--- config.mk ---
export PLATFORM = sky130hd
export DESIGN_NAME = frequency_divider_flat
export DESIGN_NICKNAME = d
export VERILOG_FILES = /design/src/rtl/frequency_divider_if.sv /design/src/rtl/frequency_divider.sv /design/src/flat_wrapper.sv
export SDC_FILE = /design/constraint.sdc
export NUM_CORES = 1
export LEC_CHECK = 0
export ABC_AREA = 1
export CORE_AREA = 2 2 39 41
export CTS_BUF_LIST = sky130_fd_sc_hd__clkbuf_16
export CTS_CLUSTER_SIZE = 16
export DETAILED_ROUTE_END_ITERATION = 7
export DIE_AREA = 0 0 41 43
export PLACE_DENSITY = 0.47
export SLEW_MARGIN = 15
export SYNTH_ARGS = -nofsm -noshare
export SYNTH_HDL_FRONTEND = slang
export SYNTH_SLANG_ARGS = --single-unit
--- constraint.sdc ---
create_clock -name clk -period 1.1 [get_ports clk]
set_clock_uncertainty 0.15 [all_clocks]
set_input_delay 0.22 -clock clk [delete_from_list [all_inputs] [get_ports clk]]
set_output_delay 0.22 -clock clk [all_outputs]
set_load 0.05 [all_outputs]
--- src/rtl/frequency_divider_if.sv ---
// rtl/frequency_divider_if.sv - command and divided-output bundle for frequency_divider
interface frequency_divider_if #(
    parameter int CNT_W = 2
);
    logic             start;
    logic             stop;
    logic [CNT_W-1:0] count;
    logic             running;
    logic             clk_div2;
    logic             clk_out;
    logic             tick;
    logic             clk_div3;

    modport master (
        output start,
        output stop,
        input  count,
        input  running,
        input  clk_div2,
        input  clk_out,
        input  tick,
        input  clk_div3
    );

    modport slave (
        input  start,
        input  stop,
        output count,
        output running,
        output clk_div2,
        output clk_out,
        output tick,
        output clk_div3
    );
endinterface

--- src/rtl/frequency_divider.sv ---
// rtl/frequency_divider.sv - start/stop-controlled binary divider with wrap tick
// Optional FREQDIV_DIV3_EN adds a 50%-duty clk/3 output built from a negedge-retimed mod-3 counter.
module frequency_divider #(
    parameter int CNT_W = 2
) (
    input  logic              clk,
    input  logic              rst_n,
    frequency_divider_if.slave bus
);
    typedef enum logic {
        ST_IDLE = 1'b0,
        ST_RUN  = 1'b1
    } state_t;

    localparam logic [CNT_W-1:0] CNT_MAX = '1;

    state_t           state;
    state_t           state_next;
    logic [CNT_W-1:0] count_q;
    logic [CNT_W-1:0] count_d;
    logic             tick_q;
    logic             tick_d;

    always_ff @(posedge clk or negedge rst_n) begin
        if (!rst_n) begin
            state   <= ST_IDLE;
            count_q <= '0;
            tick_q  <= 1'b0;
        end else begin
            state   <= state_next;
            count_q <= count_d;
            tick_q  <= tick_d;
        end
    end

    // start overrides stop, stop overrides counting
    always_comb begin
        state_next = state;
        count_d    = count_q;
        tick_d     = 1'b0;
        if (bus.start) begin
            state_next = ST_RUN;
            count_d    = '0;
        end else if (bus.stop) begin
            state_next = ST_IDLE;
        end else begin
            case (state)
                ST_RUN: begin
                    count_d = count_q + 1'b1;
                    tick_d  = (count_q == CNT_MAX);
                end
                default: begin
                    count_d = count_q;
                end
            endcase
        end
    end

    assign bus.count    = count_q;
    assign bus.running  = (state == ST_RUN);
    assign bus.tick     = tick_q;
    assign bus.clk_div2 = count_q[0];
    assign bus.clk_out  = count_q[CNT_W-1];

`ifdef FREQDIV_DIV3_EN
    logic       advance;
    logic [1:0] div3_cnt;
    logic       div3_neg;

    assign advance = (state == ST_RUN) && !bus.start && !bus.stop;

    always_ff @(posedge clk or negedge rst_n) begin
        if (!rst_n) begin
            div3_cnt <= 2'd0;
        end else if (bus.start) begin
            div3_cnt <= 2'd0;
        end else if (advance) begin
            div3_cnt <= (div3_cnt == 2'd2) ? 2'd0 : div3_cnt + 2'd1;
        end
    end

    // Half-cycle delayed copy stretches the one-of-three high phase to 1.5 cycles
    always_ff @(negedge clk or negedge rst_n) begin
        if (!rst_n) begin
            div3_neg <= 1'b0;
        end else if (bus.start) begin
            div3_neg <= 1'b0;
        end else if (state == ST_RUN) begin
            div3_neg <= div3_cnt[0];
        end
    end

    assign bus.clk_div3 = (state == ST_RUN) && (div3_cnt[0] || div3_neg);
`else
    assign bus.clk_div3 = 1'b0;
`endif
endmodule

--- src/flat_wrapper.sv ---
// flat-port wrapper written by rule: the top's interface ports become plain ports
module frequency_divider_flat 
#(
    parameter int CNT_W = 2
)
  (clk, rst_n, bus_start, bus_stop, bus_count, bus_running, bus_clk_div2, bus_clk_out, bus_tick, bus_clk_div3);
  frequency_divider_if #(.CNT_W(CNT_W)) bus_i ();
  input  logic clk;
  input  logic rst_n;
  input wire logic [$bits(bus_i.start)-1:0] bus_start;
  input wire logic [$bits(bus_i.stop)-1:0] bus_stop;
  output wire logic [$bits(bus_i.count)-1:0] bus_count;
  output wire logic [$bits(bus_i.running)-1:0] bus_running;
  output wire logic [$bits(bus_i.clk_div2)-1:0] bus_clk_div2;
  output wire logic [$bits(bus_i.clk_out)-1:0] bus_clk_out;
  output wire logic [$bits(bus_i.tick)-1:0] bus_tick;
  output wire logic [$bits(bus_i.clk_div3)-1:0] bus_clk_div3;
  assign bus_i.start = bus_start;
  assign bus_i.stop = bus_stop;
  assign bus_count = bus_i.count;
  assign bus_running = bus_i.running;
  assign bus_clk_div2 = bus_i.clk_div2;
  assign bus_clk_out = bus_i.clk_out;
  assign bus_tick = bus_i.tick;
  assign bus_clk_div3 = bus_i.clk_div3;
  frequency_divider #(.CNT_W(CNT_W)) u_core (.clk(clk), .rst_n(rst_n), .bus(bus_i));
endmodule
==> results.txt, run 1 <==
The flow ran to the end, but the final reports show violations. The checks that failed: negative setup slack. The clock latency on the worst-skew pair is 0.22 ns. Together, buffers and inverters on the worst path number 1. The number of distinct library cell variants in the gate-level netlist after synthesis is 9. The initial antenna violation count came out at 0. The sequential area share after synthesis came out at 50.63%. Row generation in the floorplan step produced 14 rows. TritonCTS built the clock tree. Signal routing reaches up to met3. The detailed-route wire length is 483 um. The detailed placement HPWL is 332.9 um.

The area taken by multi-input logic gates is 88.84 um2. The number of instances in the synthesized netlist came out at 23. The finished cells cover 489.2 um2.

The effective utilization at floorplan is 14.29%. The final cycle utilization of the critical path is 112.3%. After detailed routing, the wire length on met1 is 207 um. STA classifies the critical path endpoint as an output port.

The cell total after placement came out at 46. The total global routing track utilization came out at 7.530%. The routed wire length per instance is 9.113 um. The peak clock frequency supported by timing is 809.4 MHz. The die outline width came out at 41 um. The area of the core came out at 0.001384 mm2. In the final layout, flip-flops and latches occupy 103.9 um2. The worst-case clock buffer depth came out at 2.

The number of iterations in the first detailed-routing pass is 1. The remaining global-route overflow came out at 0. The ratio of cells with drive above 1 in the final layout is 54.05%.

Clock-pin slew was measured on the worst setup and hold paths at 0.03 ns. On the critical path the largest part of the delay comes from flip-flops. The maximum level of the CTS H-tree came out at 1. Clock tree synthesis selected as its root buffer the cell sky130_fd_sc_hd__clkbuf_16. The tightest hold margin came out at 0.04874 ns. The number of buffers created by CTS came out at 3. The number of vias in the routed layout came out at 186. The met3 wire length came out at 35 um. After the last flow step, the layout net total stands at 43. The power density normalized to cell area is 1856 mW/mm2. Clock tree synthesis found a total of 4 sinks. The finished layout holds 53 standard cells, fillers aside. The total cell area at the placement stage is 369.1 um2. The number of global-route vias before repair is 198. For this run, design rule violations remaining after detail routing come to 0. In the post-route analysis, the smallest setup slack over all paths is -0.1354 ns.

The worst path in the final design needs a cycle of 1.235 ns, including I/O delays and setup. The worst endpoint required time came out at 0.73 ns. After filler insertion, the fill cell instance count of the layout stands at 131.

Traced cell by cell, the critical path runs through buf_12. The count of maximum capacitance violations came out at 0. The tightest min-delay check is of the in -> async type. The largest net degree at the start of global routing is 5. The total count of hold-check failures in the final report was 0. The total setup violations reported at the end of the flow came out at 7. The max-slew violation count was 0. The critical path's slowest cell is sky130_fd_sc_hd__dfrtp_2. In this run the cell area of the synthesized design comes to 197.7 um2. The area growth from synthesis to final layout is 147.5%. The number of top-level pins came out at 11. The type of the worst setup path is reg -> out. The routed wire length on met2 is 239 um. Input and output buffers added on the ports amount to 9.

The residual antenna-violating net count after detailed routing is 0. When the netlist entered floorplanning its net count stood at 28. The count of warnings emitted by yosys is 0. The via-per-instance ratio came out at 3.509. The delay of the slowest critical-path stage is 0.47 ns. The worst-case setup slack after placement is -0.1276 ns.

The floorplan step defined a die boundary enclosing 0.001763 mm2. The post-synthesis area per instance is 8.595 um2. The y dimension of the die came out at 43 um. The final weighted congestion in routability-driven placement came out at 0.7675. Cells fill 35.35% of the core in the end. The detailed router's first-iteration violation count came out at 0. The biggest fanout along the worst timing path is 4. Data arrives at the worst endpoint at 0.87 ns.

The number of inserted diodes came out at 0. The global-route wire length before repair is 814 um. Setup repair after global routing could not meet its margin everywhere.

The number of flip-flops and latches in the synthesized netlist came out at 4. The cell leakage power is 0.2356 nW. The maximum ir drop on the vdd rail is 1513 uV. The kind of start point of the critical path is a flop.
[repair_timing]
item                                    in CTS  in global routing
pin swaps                                    2                  2
endpoints found under the setup margin       7                  9
hold buffers                                 0                  0
setup buffers                                3                  0
gates resized for setup                      4                  1
[report_power, final]
| group | leakage [nW] | switching (mW) | total [mW] | internal (mW) |
|---|---|---|---|---|
| clock network | 0.0423 | 0.0982 | 0.567 | 0.469 |
| registers | 0.0479 | 0.0172 | 0.175 | 0.158 |
| logic | 0.145 | 0.0850 | 0.166 | 0.0813 |
[layer usage]
layer | track usage [%] | vias up
li1 | - | 96
met1 | 8.682 | 83
met2 | 10.31 | 7
met3 | 7.853 | 0
met4 | 0 | 0
met5 | 0 | -
[worst reg2reg max path, stage by stage (launching register included)]
cell and delay, ns:
sky130_fd_sc_hd__dfrtp_2 0.44, sky130_fd_sc_hd__buf_6 0.14, sky130_fd_sc_hd__ha_4 0.22, sky130_fd_sc_hd__nand3_2 0.05, sky130_fd_sc_hd__nand2_1 0.05
[per-stage QoR]
stage,total power [mW],setup TNS [ns]
2_1_floorplan,0.2521,-0.1578
3_5_place_dp,0.3264,-0.3905
4_1_cts,0.9245,-0.6717
3_3_place_gp,0.3257,-0.3556
5_1_grt,0.9492,-0.7392
6_report,0.9080,-0.6185
[cell families (layout without fill, tap and decap cells)]
kind of cell  count (synthesis)  in the layout  share of synthesized area [%]
flops                         4              4                          50.63
simple gates                 11             11                          24.05
fa+ha+maj                     1              1                          6.328
other cells                   1              1                          1.897
buf+inv                       6             20                          17.09
[sequential cells by signal (all words and copies together), names as in the netlist]
register	count
u_core.bus.running	1
u_core.bus.tick	1
u_core.bus.count	2
[synthesized netlist by cell type]
master	number	share of area, %
sky130_fd_sc_hd__ha_1	1	6.3
sky130_fd_sc_hd__nand3_1	4	10
sky130_fd_sc_hd__nand2_1	5	9.5
sky130_fd_sc_hd__dfrtp_1	4	51
sky130_fd_sc_hd__nor2_1	1	1.9
sky130_fd_sc_hd__buf_4	3	11
sky130_fd_sc_hd__conb_1	1	1.9
sky130_fd_sc_hd__nor3_1	1	2.5
sky130_fd_sc_hd__inv_1	3	5.7
[path summary, 6_finish.rpt]
path                                startpoint                   to  cells after the start  slack [ns]
setup / recovery           u_core.bus.count[0]         bus_clk_div2                      1       -0.14
hold / removal                           rst_n   u_core.bus.running                      1        0.05
setup reg to reg           u_core.bus.count[1]  u_core.bus.count[1]                      4       -0.06
hold reg to reg             u_core.bus.running  u_core.bus.count[1]                      3        0.54
max in group asynchronous                rst_n  u_core.bus.count[1]                      1        0.57
min in group clk                      bus_stop      u_core.bus.tick                      2        0.09
[area by class of cell]
cell class / count / area share, %
repair buffers: 13 / 38.11
flip-flops and latches: 4 / 21.23
multi-input cells: 13 / 18.16
clock buffers: 3 / 15.35
well taps: 16 / 4.092
inverters: 3 / 2.302
clock inverters: 1 / 0.7673
[layout by cell type (no fill, tap or decap), drive strengths merged]
master and instances:
nand2 5, conb 1, ha 1, buf 10
nor3 1, dfrtp 4, clkdlybuf4s50 2, dlymetal6s2s 1
inv 4, clkbuf 3, nand3 4, nor2 1
Note: power is estimated with default switching activity, not from simulation.
==> inputs of run 2 (changes only) <==
ABC_AREA = 0   (was 1)
PLACE_DENSITY = 0.48   (was 0.47)
==> results.txt, run 2 <==
Max-cap violations in this run came to 0. sky130_fd_sc_hd__dfrtp_1 is the most common cell in the netlist. The ratio of cells with drive above 1 in the final layout is 63.64%.

The core region is 0.001384 mm2. The number of vias in the routed layout came out at 178. After global routing the overflow that remains totals 0. The routed wire length per instance is 9.633 um. For this run, the number of Yosys warnings is 0.

The overall power of the completed layout came out at 0.9447 mW. The standard-cell row count came out at 14. The die outline width came out at 41 um. The layout net count is 39. The number of buffers and inverters on the critical path is 2.

Setup repair after global routing could not meet its margin everywhere. After filler insertion, the fill cell instance count of the layout stands at 133. The checks that failed: negative setup slack.

The clock latency on the worst-skew pair is 0.23 ns. The path class of the lowest-slack min-delay path is in -> async. The commonest cells after synthesis are sky130_fd_sc_hd__dfrtp_1 (4), sky130_fd_sc_hd__buf_4 (3). The final cycle utilization of the critical path is 115.6%. The sequential area share after synthesis came out at 46.24%.

The number of buffers created by CTS came out at 3. The adder and majority cell fraction of the synthesized area came out at 5.780%. The met3 wire length is 62 um. The tightest hold margin came out at 0.04987 ns. The worst-case clock buffer depth came out at 2. The number of inserted diodes is 0.

The number of buffers inserted by hold repair at cts is 0. After detailed routing, the met2 layer carries 249 um of wire. The number of distinct library cell variants in the gate-level netlist after synthesis came out at 13. The biggest area contributor in the post-synthesis netlist is sky130_fd_sc_hd__dfrtp_1. The flow ran to the end, but the final reports show violations. The area share of xor/xnor cells in the synthesized design came out at 0%. The detailed router's first-iteration violation count is 2. The area fraction in and, or, nand and nor cells after synthesis came out at 26.59%. The detailed-route wire length came out at 472 um. The critical path in this run is classified as reg -> out. The biggest fanout along the worst timing path came out at 2. The max-slew violation count came out at 0. Summing every instance area after synthesis gives 216.5 um2. Yosys mapped a number of flops with a built-in enable equal to 0. Global routing consumed, over all layers together, 7.762% of the routing resources. By area, the combinational part of the netlist is dominated by simple AND/OR/NAND/NOR gates. The portion of synthesized cell area occupied by the leading cell type came out at 46.24%. The residual DRC count came out at 0. The number of nets produced by synthesis is 23.

The most used flip-flop cell after synthesis is sky130_fd_sc_hd__dfrtp_1. The initial antenna violation count came out at 0. Yosys attributes the largest share of cell area to sky130_fd_sc_hd__dfrtp_1 (46%), sky130_fd_sc_hd__buf_4 (10%), sky130_fd_sc_hd__mux2_4 (6.9%), sky130_fd_sc_hd__nor2b_4 (6.4%), sky130_fd_sc_hd__ha_1 (5.8%).

The total setup violations reported at the end of the flow is 10. The die covers 0.001763 mm2. The number of global-route vias before repair came out at 201. The power density normalized to cell area came out at 1874 mW/mm2. The number of clock sinks is 4. The final critical path time including I/O delays and setup is 1.272 ns. The worst setup path is launched from a flop. TritonCTS built the clock tree.

The via-per-instance ratio came out at 3.633. After synthesis, the mean cell area works out to 12.03 um2. The y dimension of the die came out at 43 um. Synthesis inferred 4 register bits. IR analysis of the VDD net gives a maximum drop of 654.0 uV. After detailed routing, the wire length on met1 is 160 um. The effective utilization at floorplan is 15.64%. From synthesis to final layout, the design area changed by 132.9%. The cell leakage power is 0.2346 nW. The number of instances in the synthesized netlist is 18.

Grouping stages by cell kind, the critical path spends the most delay in flip-flops. The cell sitting at the root of the clock tree is a sky130_fd_sc_hd__clkbuf_16. The global-route wire length before repair is 786 um. The total count of hold-check failures in the final report came out at 0. The detailed placement HPWL is 386.6 um. The library cell used most frequently in the layout, excluding fill and tap cells, is sky130_fd_sc_hd__buf_12. STA classifies the critical path endpoint as an output port. The delay of the slowest critical-path stage came out at 0.41 ns.

Walking the worst path, the cells encountered are buf_6 > buf_12. The uppermost layer routed is met3. The largest net degree at the start of global routing came out at 7. The synthesized-area fraction occupied by ao, oa, aoi and oai cells came out at 2.312%.

Once routing completed, OpenROAD measured the worst setup slack at -0.1719 ns. The slowest stage of the critical path is the sky130_fd_sc_hd__dfrtp_2 cell. The count of nets left with antenna violations once routing finished came out at 0. At the worst endpoint, the arrival time is 0.90 ns. The register with the most flip-flops in the layout has 2 of them. The worst endpoint required time came out at 0.73 ns. The number of top-level pins is 11. The final weighted congestion in routability-driven placement is 0.5934. The port buffer count is 9. The share of flip-flops with an asynchronous set or reset came out at 100.0%. In this run the number of H-tree levels came out at 1. The fraction of synthesized area in multiplexers came out at 6.936%. In the layout the commonest cells are sky130_fd_sc_hd__buf_12 (6), sky130_fd_sc_hd__buf_6 (5), sky130_fd_sc_hd__clkbuf_16 (3), sky130_fd_sc_hd__dfrtp_2 (3), sky130_fd_sc_hd__clkdlybuf4s50_1 (2). The peak clock frequency supported by timing is 786.2 MHz. The first detailed-routing pass took 2 iterations.

The clock transition time at the flip-flop clock pins of the worst setup and hold paths is 0.03 ns.
[run 2: cell count changes after synthesis, sizes merged, moves of 2 or more]
cell	change
inv	-3
nand2	-5
nand3	-4
nor2b	+2
[run 2: logic make-up (layout without fill, tap and decap cells)]
logic type                 count (synthesis)  in the layout
and+or+nand+nor                            7              7
DFF                                        4              4
buffers and inverters                      3             18
adders and majority gates                  1              1
other                                      1              1
AOI/OAI and AO/OA                          1              1
muxes                                      1              1
[run 2: stage by stage]
stage	instance area [um2]	utilization (%)	setup TNS (ns)	setup slack (ns)	instances
finish	504.2	36.44	-1.192	-0.1719	49
global route	504.2	36.44	-1.393	-0.1915	49
CTS	490.5	35.44	-1.136	-0.1756	48
detailed placement	390.4	28.21	-0.9690	-0.3310	43
global placement	390.4	28.21	-0.8762	-0.3142	43
floorplan	231.5	-	-0.5390	-0.1927	18
[run 2: repair_timing]
action / CTS / global route
cloned: 0 / 0
buffers inserted: 1 / 1
gates resized for setup: 6 / 2
setup endpoints to repair: 9 / 10
[run 2: cell type report]
cell class              count  area, um2  area share (%)
clock buffers               3      75.07           14.89
clock inverters             1      3.754          0.7444
multi-input cells          11      96.34           19.11
flip-flops and latches      4      103.9           20.60
well taps                  16      20.02           3.970
repair buffers             14      205.2           40.69
[run 2: final timing paths]
path                                           from  slack [ns]             endpoint  cells after the start
worst max-delay path            u_core.bus.count[0]       -0.17         bus_count[0]                      2
worst min-delay path                          rst_n        0.05  u_core.bus.count[0]                      1
worst max register to register  u_core.bus.count[0]       -0.12  u_core.bus.count[1]                      4
worst min register to register  u_core.bus.count[1]        0.53  u_core.bus.count[1]                      3
max in group asynchronous                     rst_n        0.56   u_core.bus.running                      1
min in group clk                           bus_stop        0.33  u_core.bus.count[1]                      3
[run 2: layer usage]
metal  global-route usage [%]  vias up
met4                    10.00        0
met5                        0        -
met2                    10.00       10
met1                    6.515       80
li1                         -       88
met3                    5.236        0
[run 2: power breakdown]
part | leakage [nW] | internal [mW] | switching (mW)
sequential | 0.0478 | 0.158 | 0.00757
clock | 0.0423 | 0.469 | 0.107
combinational | 0.144 | 0.107 | 0.0955
total | 0.235 | 0.735 | 0.210
